**src/rtl/vmem_pkg.sv**
```systemverilog
// vmem_pkg: shared constants, FSM state type and address packing for the
// 640x480 RGB888 video memory. Used by vmem_arbiter and vga_ctrl.
package vmem_pkg;

  localparam int H_BITS   = 10;
  localparam int V_BITS   = 9;
  localparam int A_BITS   = H_BITS + V_BITS;
  localparam int DATA_W   = 24;
  localparam int H_ACTIVE = 640;
  localparam int V_ACTIVE = 480;

  localparam logic [DATA_W-1:0] CLEAR_COLOR = 24'h000000;

  typedef enum logic [1:0] {
    IDLE  = 2'd0,
    CLEAR = 2'd1,
    DONE  = 2'd2
  } vmem_state_e;

  // Memory address layout: column in the upper bits, row in the lower bits.
  function automatic logic [A_BITS-1:0] pack_addr(input logic [H_BITS-1:0] h,
                                                  input logic [V_BITS-1:0] v);
    return {h, v};
  endfunction

endpackage

```
**src/rtl/vmem_arbiter_if.sv**
```systemverilog
// vmem_arbiter_if: host pixel-write channel (valid/ready).
//   wr_valid  host -> arbiter  write request
//   wr_ready  arbiter -> host  write accepted this cycle
//   wr_h/wr_v host -> arbiter  pixel column / row
//   wr_data   host -> arbiter  RGB888 pixel
// Modports: master = host side, slave = arbiter side.
interface vmem_arbiter_if;
  import vmem_pkg::*;

  logic              wr_valid;
  logic              wr_ready;
  logic [H_BITS-1:0] wr_h;
  logic [V_BITS-1:0] wr_v;
  logic [DATA_W-1:0] wr_data;

  modport master (output wr_valid, wr_h, wr_v, wr_data, input wr_ready);
  modport slave  (input wr_valid, wr_h, wr_v, wr_data, output wr_ready);
endinterface

```
**src/rtl/vmem_clear_seq.sv**
```systemverilog
// vmem_clear_seq: pixel walker for the clear-screen sequence.
//   clk, resetn  clock / async active-low reset
//   start        zero both counters
//   run          sequencer is in its clear phase
//   stall        memory port taken by the scan reader; hold counters
//   h, v         current pixel (v is the inner index)
//   last         current pixel is the final one of the frame
module vmem_clear_seq
  import vmem_pkg::*;
#(
  parameter int H_ACT = H_ACTIVE,
  parameter int V_ACT = V_ACTIVE
) (
  input  logic              clk,
  input  logic              resetn,
  input  logic              start,
  input  logic              run,
  input  logic              stall,
  output logic [H_BITS-1:0] h,
  output logic [V_BITS-1:0] v,
  output logic              last
);

  logic v_end;

  assign v_end = (v == V_BITS'(V_ACT - 1));
  assign last  = v_end && (h == H_BITS'(H_ACT - 1));

  always_ff @(posedge clk or negedge resetn) begin
    if (!resetn) begin
      h <= '0;
      v <= '0;
    end else if (start) begin
      h <= '0;
      v <= '0;
    end else if (run && !stall) begin
      if (last) begin
        h <= '0;
        v <= '0;
      end else if (v_end) begin
        v <= '0;
        h <= h + 1'b1;
      end else begin
        v <= v + 1'b1;
      end
    end
  end

endmodule

```
**src/rtl/vmem_arbiter.sv**
```systemverilog
// vmem_arbiter: single-port frame-RAM arbiter with clear-screen sequencer.
// Priority every cycle: scan read > clear write > host write.
//   clk, resetn          clock / async active-low reset
//   vga_valid,h/v_addr   scan read request and pixel address
//   vga_data             read pixel, one cycle after the request (0 otherwise)
//   wr                   host write channel (vmem_arbiter_if.slave)
//   clr_start            one-cycle clear request (IDLE only)
//   clr_busy, clr_done   clear in progress / completion pulse
//   drop_cnt             saturating count of out-of-range host writes
//   mem_*                frame RAM port, combinational from state and inputs
//
// state | meaning
// IDLE  | port free for host writes, waiting for clr_start
// CLEAR | writing the clear colour pixel by pixel, stalled by scan reads
// DONE  | one-cycle clr_done pulse
module vmem_arbiter
  import vmem_pkg::*;
#(
  parameter int                H_ACT     = H_ACTIVE,
  parameter int                V_ACT     = V_ACTIVE,
  parameter logic [DATA_W-1:0] CLR_COLOR = CLEAR_COLOR
) (
  input  logic              clk,
  input  logic              resetn,
  input  logic              vga_valid,
  input  logic [H_BITS-1:0] h_addr,
  input  logic [V_BITS-1:0] v_addr,
  output logic [DATA_W-1:0] vga_data,
  vmem_arbiter_if.slave     wr,
  input  logic              clr_start,
  output logic              clr_busy,
  output logic              clr_done,
  output logic [7:0]        drop_cnt,
  output logic              mem_en,
  output logic              mem_we,
  output logic [A_BITS-1:0] mem_addr,
  output logic [DATA_W-1:0] mem_wdata,
  input  logic [DATA_W-1:0] mem_rdata
);

  vmem_state_e       state_q, state_d;
  logic              rd_q;
  logic [7:0]        drop_q;
  logic              ready;
  logic              wr_fire;
  logic              in_range;
  logic [H_BITS-1:0] seq_h;
  logic [V_BITS-1:0] seq_v;
  logic              seq_last;

  vmem_clear_seq #(
    .H_ACT(H_ACT),
    .V_ACT(V_ACT)
  ) u_seq (
    .clk   (clk),
    .resetn(resetn),
    .start (state_q == IDLE && clr_start),
    .run   (state_q == CLEAR),
    .stall (vga_valid),
    .h     (seq_h),
    .v     (seq_v),
    .last  (seq_last)
  );

  assign ready       = !vga_valid && (state_q == IDLE);
  assign wr.wr_ready = ready;
  assign wr_fire     = wr.wr_valid && ready;
  assign in_range    = (wr.wr_h < H_BITS'(H_ACT)) && (wr.wr_v < V_BITS'(V_ACT));

  assign clr_busy = (state_q != IDLE);
  assign clr_done = (state_q == DONE);
  assign drop_cnt = drop_q;
  assign vga_data = rd_q ? mem_rdata : '0;

  always_ff @(posedge clk or negedge resetn) begin
    if (!resetn) begin
      state_q <= IDLE;
      rd_q    <= 1'b0;
      drop_q  <= '0;
    end else begin
      state_q <= state_d;
      rd_q    <= vga_valid;
      if (wr_fire && !in_range && drop_q != 8'hFF)
        drop_q <= drop_q + 8'd1;
    end
  end

  always_comb begin
    state_d = state_q;
    case (state_q)
      IDLE:    if (clr_start) state_d = CLEAR;
      CLEAR:   if (!vga_valid && seq_last) state_d = DONE;
      DONE:    state_d = IDLE;
      default: state_d = IDLE;
    endcase
  end

  always_comb begin
    mem_en    = 1'b0;
    mem_we    = 1'b0;
    mem_addr  = '0;
    mem_wdata = '0;
    if (vga_valid) begin
      mem_en   = 1'b1;
      mem_addr = pack_addr(h_addr, v_addr);
    end else if (state_q == CLEAR) begin
      mem_en    = 1'b1;
      mem_we    = 1'b1;
      mem_addr  = pack_addr(seq_h, seq_v);
      mem_wdata = CLR_COLOR;
    end else if (wr_fire && in_range) begin
      mem_en    = 1'b1;
      mem_we    = 1'b1;
      mem_addr  = pack_addr(wr.wr_h, wr.wr_v);
      mem_wdata = wr.wr_data;
    end
  end

endmodule

```
**src/flat_wrapper.sv**
```systemverilog
// flat-port wrapper written by rule: the top's interface ports become plain ports
module vmem_arbiter_flat import vmem_pkg::*;
#(
  parameter int                H_ACT     = H_ACTIVE,
  parameter int                V_ACT     = V_ACTIVE,
  parameter logic [DATA_W-1:0] CLR_COLOR = CLEAR_COLOR
)
  (clk, resetn, vga_valid, h_addr, v_addr, vga_data, clr_start, clr_busy, clr_done, drop_cnt, mem_en, mem_we, mem_addr, mem_wdata, mem_rdata, wr_wr_valid, wr_wr_h, wr_wr_v, wr_wr_data, wr_wr_ready);
  vmem_arbiter_if wr_i ();
  input  logic clk;
  input  logic resetn;
  input  logic vga_valid;
  input  logic [H_BITS-1:0] h_addr;
  input  logic [V_BITS-1:0] v_addr;
  output logic [DATA_W-1:0] vga_data;
  input  logic clr_start;
  output logic clr_busy;
  output logic clr_done;
  output logic [7:0] drop_cnt;
  output logic mem_en;
  output logic mem_we;
  output logic [A_BITS-1:0] mem_addr;
  output logic [DATA_W-1:0] mem_wdata;
  input  logic [DATA_W-1:0] mem_rdata;
  input wire logic [$bits(wr_i.wr_valid)-1:0] wr_wr_valid;
  input wire logic [$bits(wr_i.wr_h)-1:0] wr_wr_h;
  input wire logic [$bits(wr_i.wr_v)-1:0] wr_wr_v;
  input wire logic [$bits(wr_i.wr_data)-1:0] wr_wr_data;
  output wire logic [$bits(wr_i.wr_ready)-1:0] wr_wr_ready;
  assign wr_i.wr_valid = wr_wr_valid;
  assign wr_i.wr_h = wr_wr_h;
  assign wr_i.wr_v = wr_wr_v;
  assign wr_i.wr_data = wr_wr_data;
  assign wr_wr_ready = wr_i.wr_ready;
  vmem_arbiter #(.H_ACT(H_ACT), .V_ACT(V_ACT), .CLR_COLOR(CLR_COLOR)) u_core (.clk(clk), .resetn(resetn), .vga_valid(vga_valid), .h_addr(h_addr), .v_addr(v_addr), .vga_data(vga_data), .wr(wr_i), .clr_start(clr_start), .clr_busy(clr_busy), .clr_done(clr_done), .drop_cnt(drop_cnt), .mem_en(mem_en), .mem_we(mem_we), .mem_addr(mem_addr), .mem_wdata(mem_wdata), .mem_rdata(mem_rdata));
endmodule
```
**config.mk**
```make
export PLATFORM = sky130hd
export DESIGN_NAME = vmem_arbiter_flat
export DESIGN_NICKNAME = d
export VERILOG_FILES = /design/src/rtl/vmem_pkg.sv /design/src/rtl/vmem_arbiter_if.sv /design/src/rtl/vmem_clear_seq.sv /design/src/rtl/vmem_arbiter.sv /design/src/flat_wrapper.sv
export SDC_FILE = /design/constraint.sdc
export NUM_CORES = 1
export LEC_CHECK = 0
export CORE_MARGIN = 3
export CORE_UTILIZATION = 33
export CTS_BUF_LIST = sky130_fd_sc_hd__clkbuf_8
export CTS_CLUSTER_DIAMETER = 80
export DETAILED_ROUTE_END_ITERATION = 10
export MAX_ROUTING_LAYER = met4
export PLACE_DENSITY = 0.83
export SLEW_MARGIN = 10
export SYNTH_ARGS = -nofsm -noshare
export SYNTH_HDL_FRONTEND = slang
export SYNTH_HIERARCHICAL = 1
export SYNTH_SLANG_ARGS = --single-unit
export TNS_END_PERCENT = 20
```
**constraint.sdc**
```tcl
create_clock -name clk -period 2.5 [get_ports clk]
set_clock_uncertainty 0.1 [all_clocks]
set_input_delay 0.5 -clock clk [delete_from_list [all_inputs] [get_ports clk]]
set_output_delay 0.5 -clock clk [all_outputs]
set_load 0.1 [all_outputs]
```
==> reports/qor.txt <==
Status - finished, violations left
Failing checks - setup timing
Share of cells above drive strength 1 - 40.76%
Initial Util - 34.39%
Pwr Density - 453.3 nW/um^2
Initial antenna violation count - 2
Htree depth - 2
Vias - 3408
Synth Area per Inst - 8.289 sq um
Simple-Gate Fraction of Synth Area - 36.55%
Clk slew on worst S/H paths - 0.07 ns
Crit path max fanout - 6
Root buffer cell - clkbuf_8
Grt ovf - 0
Netlist cell types - 50
Yosys Warn Count - 6
Worst reg2reg path startpoint - u_core/u_seq/h[1]$_DFFE_PN0P_
Site Rows - 30
Vias in the first global route - 3259
Die Width - 90.61 microns
Mux contribution to synthesized area - 1.430%
Final Util - 80.64%
CP delay by family, top - simple AND/OR/NAND/NOR gates
CTS Buf Count - 5
CP max stage delay - 0.59 ns
Area fraction of the dominant cell type after synthesis - 31.78%
Core footprint - 6869 sq um
P_leak - 0.002320 uW
EDFF count, synth - 0
Top_reg_cell synth - dfrtp_1
Dpl ws - -0.4251 ns
Period utilization - 123.6%
Area Overhead vs Synth - 134.5%
Worst Hold Class - reg2reg
Count leader, synth - and2_1
CP arrival - 2.49 ns
Die area - 8209 sq um
Worst skew pair latency - 0.28 ns
Fin nets - 564
GRT Total Usage - 32.64%
ANT nets after route - 0
Crit. path cell count - 7
Clock sink count - 30
Reg2Reg Depth - 6
Hold path start - u_core/drop_cnt[5]$_DFFE_PN0P_
Mapped cell area - 2362 sq um
Commonest cells in the netlist - 48 x and2_1, 30 x dfrtp_1, 26 x a21oi_1, 22 x inv_1, 19 x a221oi_1
Crit end category - primary output
F_max - 0.3235 GHz
Routed wl met2 - 7192 microns
RSZ-0062 raised after global routing - true
Placer congestion estimate - 0.8325
Final setup vio count - 45
Slew Limit Headroom - 36.81%
Final HPWL DP - 8979 microns
Cell accounting for the most synthesized area - dfrtp_1
Largest family of logic cells by synthesized area - simple AND/OR/NAND/NOR gates
CP Class - reg2out
CP Launch Type - register
Drt wl/cell - 25.60 microns
Final worst slack - -0.5907 ns
Drc violations - 0
CP cell instances - or4b_4, nor3_4, buf_6, buf_8, a221oi_4, a21oi_4, buf_12
CP Data Required Time - 1.90 ns
Final WL - 14590 microns
Maximum root-to-sink buffer count - 2
Die height - 90.61 microns
Crit path time final - 3.091 ns
Final Max Slew Viols - 0
IR drop worst, VDD - 0.6820 mV
Max_cap viols - 0
Number of synthesized register bits - 30
IO Pins - 171
TritonCTS clock tree - yes
Largest net degree at the start of global routing - 47
Asr flop ratio synth - 100.0%
Flop2flop setup slack - 0.04 ns
Worst hold path endpoint - u_core/drop_cnt[5]$_DFFE_PN0P_
Reg-to-Reg End - u_core/state_q[0]$_DFFE_PN0P_
Synth Area in Adders - 1.589%
Bufs and invs on worst path - 3
Drt initial violations - 391
Seq/Total Area, Yosys - 31.78%
WL met1 - 4933 microns
Final TNS setup - -21.13 ns
Syn_nets - 379
First-pass GRT wire length - 20340 microns
Pre-antenna DRT Iters - 5
Max Used Layer - met4
Slowest-stage cell, CP - or4b_4
Cells after Synth - 285
Vias per inst - 5.979
Worst Tran Pin Value - 0.9479 ns
XOR/XNOR share of the synthesized area - 5.191%
Number of port buffers - 170
Top post-synthesis cells by area - dfrtp_1 32%, and2_1 13%, a221oi_1 7.0%
Met3 Wirelength - 1520 microns
Hold Path Depth - 1
Final Hold Viols - 0
Area fraction in compound gates after synthesis - 16.74%
[power by group]
part	internal, uW	leakage [uW]	switching, uW	total, uW
clock network	278	0.0000575	181	459
logic	522	0.00187	901	1420
registers	534	0.000393	95.4	629
total	1330	0.00232	1180	2510
[stage by stage]
stage / hold WS, ns / instances / power (uW) / cell area [sq um]
after floorplan: 0.1044 / 285 / 1420 / 2626
after global placement: 0.3862 / 550 / 1935 / 5157
after detailed placement: 0.4130 / 550 / 1968 / 5157
after CTS: 0.4296 / 565 / 2467 / 5513
after global routing: 0.4679 / 570 / 2581 / 5539
final: 0.4274 / 570 / 2511 / 5539
[worst max path at each step]
stage | from | to | slack [ns]
5_1_grt | u_core/state_q[0]$_DFFE_PN0P_ | mem_addr[10] | -0.61
3_5_place_dp | wr_wr_valid | mem_addr[10] | -0.43
4_1_cts | u_core/state_q[0]$_DFFE_PN0P_ | mem_addr[10] | -0.31
6_report | u_core/state_q[0]$_DFFE_PN0P_ | mem_addr[10] | -0.59
2_1_floorplan | vga_valid | mem_addr[11] | -0.35
3_3_place_gp | wr_wr_valid | mem_addr[5] | -0.38
[layer usage]
metal  global-route usage (%)  vias up
met5                        -        -
met4                    12.12        0
met3                    7.333       79
met2                    57.13      290
met1                    36.17     1653
li1                         -     1386
[registers in the layout (all words and copies together), names as in the netlist]
| signal | cells |
|---|---|
| u_core/drop_cnt | 8 |
| u_core/rd_q | 1 |
| u_core/state_q | 2 |
| u_core/u_seq/h | 10 |
| u_core/u_seq/v | 9 |
[cell type report]
type | count | area [sq um]
Antenna cell | 3 | 7.507
Clock buffer | 8 | 110.1
Fill cell | 346 | 1330
Inverter | 22 | 82.58
Multi-Input combinational cell | 217 | 1856
Sequential cell | 30 | 750.7
Tap cell | 96 | 120.1
Timing Repair Buffer | 194 | 2613
[placed cells by master (no fill, tap or decap), drive strengths merged, types with 5 or more instances in the layout]
| cell type | count |
|---|---|
| dfrtp | 30 |
| nand4 | 7 |
| buf | 105 |
| a21oi | 26 |
| nor2 | 14 |
| nor3 | 10 |
| and2 | 48 |
| inv | 22 |
| dlygate4sd2 | 5 |
| clkdlybuf4s50 | 84 |
| clkbuf | 8 |
| nand2 | 15 |
| xor2 | 12 |
| a221oi | 19 |
| nand3 | 10 |
[timing repair]
item                                   in CTS  in global routing
gates resized for setup                    60                  2
setup buffers                               4                  3
cloned                                      3                  0
hold buffers                                0                  0
endpoints found under the hold margin       0                  0
setup endpoints to repair                  45                 45
pin swaps                                  28                  4
[logic make-up after synthesis]
group                    after synthesis
buffers and inverters                 38
flip-flops                            30
AO/OA/AOI/OAI                         57
multiplexers                           3
adder cells (fa/ha/maj)                3
AND/OR/NAND/NOR                      140
XOR/XNOR                              14
Power figures use the tool's default switching activity.
